## src/rtl/cbuf_pkg.sv

```systemverilog
// Shared defaults and helpers for the circular buffer datapath.
package cbuf_pkg;

  localparam int DATA_WIDTH_DEF = 8;
  localparam int DEPTH_DEF      = 4;

  // Ceiling log2, usable in constant expressions for pointer sizing.
  function automatic int clog2(input int value);
    int result;
    int remaining;
    result    = 0;
    remaining = value - 1;
    while (remaining > 0) begin
      result    = result + 1;
      remaining = remaining >> 1;
    end
    return result;
  endfunction

endpackage

```

## src/rtl/circular_buffer_datapath_if.sv

```systemverilog
// Strobe/status bundle between the buffer controller and the datapath.
interface circular_buffer_datapath_if
  import cbuf_pkg::*;
#(
  parameter int DATA_WIDTH = DATA_WIDTH_DEF,
  parameter int DEPTH      = DEPTH_DEF
);

  localparam int ADDR_W = clog2(DEPTH);

  logic                  init;
  logic                  wen;
  logic                  inc_w;
  logic                  inc_r;
  logic [DATA_WIDTH-1:0] din;
  logic [DATA_WIDTH-1:0] dout;
  logic                  ready;
  logic                  valid;
  logic [ADDR_W:0]       count;

  // Controller side: issues strobes, watches status.
  modport master (
    output init, wen, inc_w, inc_r, din,
    input  dout, ready, valid, count
  );

  // Datapath side: consumes strobes, reports status.
  modport slave (
    input  init, wen, inc_w, inc_r, din,
    output dout, ready, valid, count
  );

endinterface

```

## src/rtl/cbuf_mem.sv

```systemverilog
// DEPTH x DATA_WIDTH register array: synchronous write, asynchronous read.
module cbuf_mem
  import cbuf_pkg::*;
#(
  parameter int DATA_WIDTH = DATA_WIDTH_DEF,
  parameter int DEPTH      = DEPTH_DEF,
  parameter int ADDR_W     = clog2(DEPTH)
) (
  input  logic                  clk,
  input  logic                  we,
  input  logic [ADDR_W-1:0]     waddr,
  input  logic [DATA_WIDTH-1:0] wdata,
  input  logic [ADDR_W-1:0]     raddr,
  output logic [DATA_WIDTH-1:0] rdata
);

  logic [DATA_WIDTH-1:0] mem [DEPTH];

  for (genvar gi = 0; gi < DEPTH; gi++) begin : g_word
    // Each word captures wdata only when it is the addressed write target.
    always_ff @(posedge clk) begin
      if (we && (waddr == ADDR_W'(gi))) begin
        mem[gi] <= wdata;
      end
    end
  end

  // Head word is visible without a clock so the buffer falls through.
  assign rdata = mem[raddr];

endmodule

```

## src/rtl/circular_buffer_datapath.sv

```systemverilog
// Pointer, accept and status logic of the circular buffer; storage in cbuf_mem.
module circular_buffer_datapath
  import cbuf_pkg::*;
#(
  parameter int DATA_WIDTH = DATA_WIDTH_DEF,
  parameter int DEPTH      = DEPTH_DEF
) (
  input  logic                        clk,
  input  logic                        rst,
  circular_buffer_datapath_if.slave   bus
);

  localparam int ADDR_W = clog2(DEPTH);
  localparam logic [ADDR_W:0] PTR_ONE = (ADDR_W + 1)'(1);

  // Pointers carry one extra wrap bit so full and empty are distinguishable.
  logic [ADDR_W:0] wptr_reg;
  logic [ADDR_W:0] rptr_reg;
  logic            full;
  logic            empty;
  logic            wr_ok;
  logic            rd_ok;

  assign empty = (wptr_reg == rptr_reg);
  assign full  = (wptr_reg[ADDR_W-1:0] == rptr_reg[ADDR_W-1:0]) &&
                 (wptr_reg[ADDR_W] != rptr_reg[ADDR_W]);

  assign wr_ok = bus.wen & bus.inc_w & ~full;
  assign rd_ok = bus.inc_r & ~empty;

  // Pointer update: init clears both and overrides any same-cycle access.
  always_ff @(posedge clk or negedge rst) begin
    if (!rst) begin
      wptr_reg <= '0;
      rptr_reg <= '0;
    end else if (bus.init) begin
      wptr_reg <= '0;
      rptr_reg <= '0;
    end else begin
      if (wr_ok) begin
        wptr_reg <= wptr_reg + PTR_ONE;
      end
      if (rd_ok) begin
        rptr_reg <= rptr_reg + PTR_ONE;
      end
    end
  end

  cbuf_mem #(
    .DATA_WIDTH (DATA_WIDTH),
    .DEPTH      (DEPTH),
    .ADDR_W     (ADDR_W)
  ) u_mem (
    .clk   (clk),
    .we    (wr_ok & ~bus.init),
    .waddr (wptr_reg[ADDR_W-1:0]),
    .wdata (bus.din),
    .raddr (rptr_reg[ADDR_W-1:0]),
    .rdata (bus.dout)
  );

  // Status depends on registered pointers only.
  assign bus.ready = ~full;
  assign bus.valid = ~empty;
  assign bus.count = wptr_reg - rptr_reg;

endmodule

```

## src/flat_wrapper.sv

```systemverilog
// flat-port wrapper written by rule: the top's interface ports become plain ports
module circular_buffer_datapath_flat import cbuf_pkg::*;
#(
  parameter int DATA_WIDTH = DATA_WIDTH_DEF,
  parameter int DEPTH      = DEPTH_DEF
)
  (clk, rst, bus_init, bus_wen, bus_inc_w, bus_inc_r, bus_din, bus_dout, bus_ready, bus_valid, bus_count);
  circular_buffer_datapath_if #(.DATA_WIDTH(DATA_WIDTH), .DEPTH(DEPTH)) bus_i ();
  input  logic clk;
  input  logic rst;
  input wire logic [$bits(bus_i.init)-1:0] bus_init;
  input wire logic [$bits(bus_i.wen)-1:0] bus_wen;
  input wire logic [$bits(bus_i.inc_w)-1:0] bus_inc_w;
  input wire logic [$bits(bus_i.inc_r)-1:0] bus_inc_r;
  input wire logic [$bits(bus_i.din)-1:0] bus_din;
  output wire logic [$bits(bus_i.dout)-1:0] bus_dout;
  output wire logic [$bits(bus_i.ready)-1:0] bus_ready;
  output wire logic [$bits(bus_i.valid)-1:0] bus_valid;
  output wire logic [$bits(bus_i.count)-1:0] bus_count;
  assign bus_i.init = bus_init;
  assign bus_i.wen = bus_wen;
  assign bus_i.inc_w = bus_inc_w;
  assign bus_i.inc_r = bus_inc_r;
  assign bus_i.din = bus_din;
  assign bus_dout = bus_i.dout;
  assign bus_ready = bus_i.ready;
  assign bus_valid = bus_i.valid;
  assign bus_count = bus_i.count;
  circular_buffer_datapath #(.DATA_WIDTH(DATA_WIDTH), .DEPTH(DEPTH)) u_core (.clk(clk), .rst(rst), .bus(bus_i));
endmodule
```

## config.mk

```make
export PLATFORM = sky130hd
export DESIGN_NAME = circular_buffer_datapath_flat
export DESIGN_NICKNAME = d
export VERILOG_FILES = /design/src/rtl/cbuf_pkg.sv /design/src/rtl/circular_buffer_datapath_if.sv /design/src/rtl/cbuf_mem.sv /design/src/rtl/circular_buffer_datapath.sv /design/src/flat_wrapper.sv
export SDC_FILE = /design/constraint.sdc
export NUM_CORES = 1
export LEC_CHECK = 0
export ABC_CLOCK_PERIOD_IN_PS = 5000
export CAP_MARGIN = 20
export CORE_ASPECT_RATIO = 1.75
export CORE_MARGIN = 2
export CORE_UTILIZATION = 40
export CTS_CLUSTER_SIZE = 40
export DETAILED_ROUTE_END_ITERATION = 10
export PLACE_DENSITY_LB_ADDON = 0.1
export SLEW_MARGIN = 20
export SYNTH_ARGS = -nofsm -noshare
export SYNTH_HDL_FRONTEND = slang
export SYNTH_SLANG_ARGS = --single-unit
```

## constraint.sdc

```tcl
create_clock -name clk -period 5 [get_ports clk]
set_input_delay 0.75 -clock clk [delete_from_list [all_inputs] [get_ports clk]]
set_output_delay 0.75 -clock clk [all_outputs]
set_load 0.1 [all_outputs]
```

Word level (Yosys, flattened, before mapping)
Memories as Yosys holds them, arrays and structs flattened. Cells that the tools add are included. Widths: inputs -> output; s select.

$add $sub $neg: 3. Divide/modulo/power cells: 0. Multiplexer cells: 21. Shift operators: 0. Bitwise operators: 7. Reduce and logical (&&, ||, !) cells: 11. Multiply operators: 0. Eq/ne operators: 6. Order comparisons: 0.

Operator list (count): $mux 8 (3); $reduce_or 8->1 (3); $mux 3 (4); $mux 1 (11); $add 3x1->3 const B (2); $mux 2 (3); $logic_and 1x1->1 (5); $and 1x1->1 (4); $eq 2x2->1 const B (2); $reduce_bool 2->1 (2); $eq 3x3->1 (1); $not 1->1 (3); $sub 3x3->3 (1); $eq 2x1->1 const B (1); $eq 2x2->1 (1); $logic_not 2->1 (1); $ne 1x1->1 (1).

RAM bits: 32. Output and inout bits: 13. ROM bits: 0. Bits in latches: 0. Memories kept: 1. Word-level logic and storage cells: 51. Bits in registers: 6. Input bits: 14.

Memory list: u_core.u_mem.mem (words 4, bits a word 8, rd ports 1, clocked after Yosys merged registers in 0, write ports 1, line cbuf_mem.sv:17) `logic [DATA_WIDTH-1:0] mem [DEPTH];`.

Longest topological paths before layout
Depth after elaboration: 12. Mapped depth: 6. Depth with buffers taken out: 5.

Modules after synthesis
Synthesis repeated with hierarchy kept, for this count alone.

Cells, all modules: 94. Area, all modules: 1650.3 um^2.

Modules (own cells, without submodules): cbuf_mem (cells each 46, sequential area each 960.9 um^2, times used 1, area each 1188.6 um^2); circular_buffer_datapath (cells each 48, sequential area each 150.1 um^2, times used 1, area each 461.7 um^2).

Worst setup path after synthesis
Ideal clock, no wire load.

Path type: reg2out. Start point: register u_core.wptr_reg[0]. End point: output bus_count[2]. Path buffers: 0. Cell stages (with the launch flop): 5. Path slack: 1632 ps. Required time: 4250 ps. Data arrival time: 2618 ps. Path through: dfrtp_1 inv_1 ha_1 fa_1 xnor2_1.

Word-level cells in the longest chain between the ends: 1.

Ends and longest elaborated chain: start: declaration (line circular_buffer_datapath.sv:17) `logic [ADDR_W:0] wptr_reg;`; start signal: assignment (line circular_buffer_datapath.sv:41) `wptr_reg <= wptr_reg + PTR_ONE;`; $sub 3x3->3 (line circular_buffer_datapath.sv:65) `assign bus.count = wptr_reg - rptr_reg;`; end: declaration (line flat_wrapper.sv:19) `output wire logic [$bits(bus_i.count)-1:0] bus_count;`.

Every way passes these cells.

Worst setup path in the final report
Start point: register u_core.rptr_reg[0]. End point: output bus_count[1].

Word-level cells in the longest chain between the ends: 1.

Ends and longest elaborated chain: start: declaration (line circular_buffer_datapath.sv:18) `logic [ADDR_W:0] rptr_reg;`; start signal: assignment (line circular_buffer_datapath.sv:44) `rptr_reg <= rptr_reg + PTR_ONE;`; $sub 3x3->3 (line circular_buffer_datapath.sv:65).

Every way passes these cells.

==> results.py <==
metrics = {
    "floorplanning": {
        "core_area_mm2": 0.00411,
        "die-area_mm2": 0.00479,
        "start_util_pct": 41.1,
        "rows": 31,
        "pin_count": 27,
        "die_h_um": 90.0,
        "die_x_um": 53.2,
    },
    "timing": {
        "worst_slack_ns": 1.31,
        "holdWs_ns": 0.638,
        "worst_pin_slew_ns": 0.971,
        "fin_crit_sh_pct": 73.8,
        "fmax_ghz": 0.271,
        "slew_headroom_pct": 35.1,
        "rsz0062_at_grt": "false",
        "final.min_clock_period_ns": 3.69,
        "hold_viol": 0,
        "fin_skew_ns": 0.00282,
        "setup_viol": 0,
        "fin_setup_tns_ns": 0,
        "finalMaxSlewViolations": 0,
    },
    "route": {
        "via_per_inst": 5.09,
        "routed_wl_um": 2930,
        "drtIter0Drc": 21,
        "avgRoutedWirePerCell_um": 16.6,
        "postRouteAntennaNets": 0,
        "remaining_drc_errors": 0,
        "firstDrtPassIters": 4,
        "vias": 896,
    },
    "setup_path": {
        "end_kind": "primary output",
        "reg2reg_depth": 4,
        "arrival_ns": 2.94,
        "critical_path_required_ns": 4.25,
        "crit_path_max_fanout": 12,
        "path_class": "reg -> out",
        "cp-start-kind": "flip-flop",
        "slowest_delay_ns": 1.12,
        "worstPathCellList": "ha_1 -> fa_1 -> inv_1 -> clkdlybuf4s50_1",
        "crit_slowest_cell": "clkdlybuf4s50_1",
    },
    "outcome": {
        "status": "completed",
    },
    "cells_and_area": {
        "final_util_pct": 50.6,
        "area_growth_pct": 23.0,
        "layout-drive-gt1-share_pct": 17.3,
        "antenna_cells": 0,
        "largest_reg_flops": 32,
        "nets": 148,
        "fillers": 384,
    },
    "clock_tree": {
        "clock_path_buffers": 2,
        "clockRootBuffer": "clkbuf_8",
        "clock-sinks": 38,
        "clock_latency_ns": 0.28,
        "htree_num_levels": 2,
        "cts_tree": "yes",
        "cts_resized": 0,
        "ctsHoldBuffers": 0,
        "clkTransAtPathRegs_ns": 0.06,
        "cts_buffers": 5,
        "cts_setup_buffers": 0,
    },
    "placement": {
        "numPortBuffers": 26,
        "dp_hpwl_um": 2140,
        "dp_slack_ns": 1.56,
        "gp_congestion": 0.704,
    },
    "worst_hold_path": {
        "hp-class": "reg -> reg",
        "hold_depth": 2,
    },
    "logic_synthesis": {
        "syn_area_mm2": 0.00169,
        "ys_types": 26,
        "yosysWarnings": 0,
        "synth_seq_cells": 38,
        "syn-num-nets": 118,
        "synth_area_per_cell_um2": 17.6,
        "yosysSeqAreaShare_pct": 65.7,
        "syn_inst": 96,
    },
    "grt": {
        "grt_max_degree": 13,
        "grt_overflow": 0,
        "grt_pass1_vias": 957,
        "antenna_found_initial": 0,
        "grt_pass1_wl_um": 4770,
        "grt_usage_pct": 14.4,
    },
    "power_and_ir_drop": {
        "ir_drop_uv": 351,
        "p_leak_nw": 0.746,
        "power-per-cell-area_mw_per_mm2": 431,
    },
    "job": {
        "drv_cap": 0,
    },
}
==> power breakdown <==
group	total, mW	internal (mW)	switching [mW]
Sequential	0.371	0.352	0.0190
Clock	0.191	0.0989	0.0921
Combinational	0.334	0.0929	0.242
==> cell type report <==
class | instances | area, µm² | area share [%]
Multi-Input combinational cell | 48 | 542 | 26.0
Clock buffer | 8 | 80.1 | 3.85
Tap cell | 49 | 61.3 | 2.95
Inverter | 7 | 26.3 | 1.26
Sequential cell | 38 | 1110 | 53.4
Timing Repair Buffer | 26 | 260 | 12.5
==> metal layers <==
layer  up-vias  global-route usage, %  wire (µm)
met5         -                      0          0
met3         2                   4.15        111
met4         0                   6.41         29
met2        26                   24.6       1710
met1       442                   15.9       1070
li1        426                      -          -
==> cells by family after synthesis <==
group	share of synthesized area, %
multiplexers	13.5
XOR/XNOR	2.00
buffers and inverters	2.29
flip-flops	65.7
AO/OA/AOI/OAI	4.59
adder cells (fa/ha/maj)	6.36
AND/OR/NAND/NOR	5.62
==> cell usage after synthesis <==
master,number,area (µm²)
a211o_1,1,8.76
a31oi_4,1,21.3
and3_2,4,30.0
and4bb_2,1,12.5
buf_2,1,5.00
clkbuf_1,2,7.51
dfrtp_1,6,150
edfxtp_1,32,961
fa_1,1,20.0
ha_1,7,87.6
inv_1,7,26.3
mux2_1,2,22.5
mux2_4,1,15.0
mux2i_1,1,10.0
mux4_2,8,180
nand2_1,4,15.0
nand3_1,2,10.0
nor2_1,4,15.0
nor2b_1,2,12.5
o2111ai_1,2,17.5
o21a_2,1,8.76
o21ai_0,1,5.00
o311ai_1,1,8.76
o31ai_1,1,7.51
xnor2_1,2,17.5
xor2_2,1,16.3
==> critical path, delay by kind of cell (launching register included) <==
| kind | cells | cell delay, ns |
|---|---|---|
| flops | 1 | 0.77 |
| buf+inv | 2 | 1.18 |
| fa+ha+maj | 2 | 0.69 |
==> cells in the final DEF (no fill, tap or decap), drive strengths merged <==
master	instances
a211o	1
o2111ai	2
nand3	2
nor2b	2
o21ai	1
nand2	4
o311ai	1
clkdlybuf4s50	26
o21a	1
and4bb	1
clkbuf	8
a31oi	1
xnor2	2
dfrtp	6
mux2	3
mux2i	1
inv	7
fa	1
and3	4
xor2	1
nor2	4
o31ai	1
mux4	8
edfxtp	32
ha	7
==> stage by stage <==
| step | instances | area (µm²) | total power [mW] |
|---|---|---|---|
| 3_3_place_gp | 168 | 2000 | 0.712 |
| 2_1_floorplan | 96 | 1690 | 0.634 |
| 5_1_grt | 176 | 2080 | 0.934 |
| 3_5_place_dp | 168 | 2000 | 0.715 |
| 4_1_cts | 176 | 2080 | 0.906 |
| 6_report | 176 | 2080 | 0.896 |
==> worst paths after layout <==
check	slack, ns	end	from
worst min-delay path	0.64	u_core.wptr_reg[1]	u_core.wptr_reg[1]
worst max-delay path	1.31	bus_count[1]	u_core.rptr_reg[0]
worst min register to register	0.64	u_core.wptr_reg[1]	u_core.wptr_reg[1]
worst max register to register	2.83	u_core.u_mem.mem[1][2]	u_core.rptr_reg[1]
max in group asynchronous	4.01	u_core.wptr_reg[1]	rst
min in group asynchronous	0.74	u_core.wptr_reg[2]	rst
No activity file was read; power rests on OpenSTA's default activity.
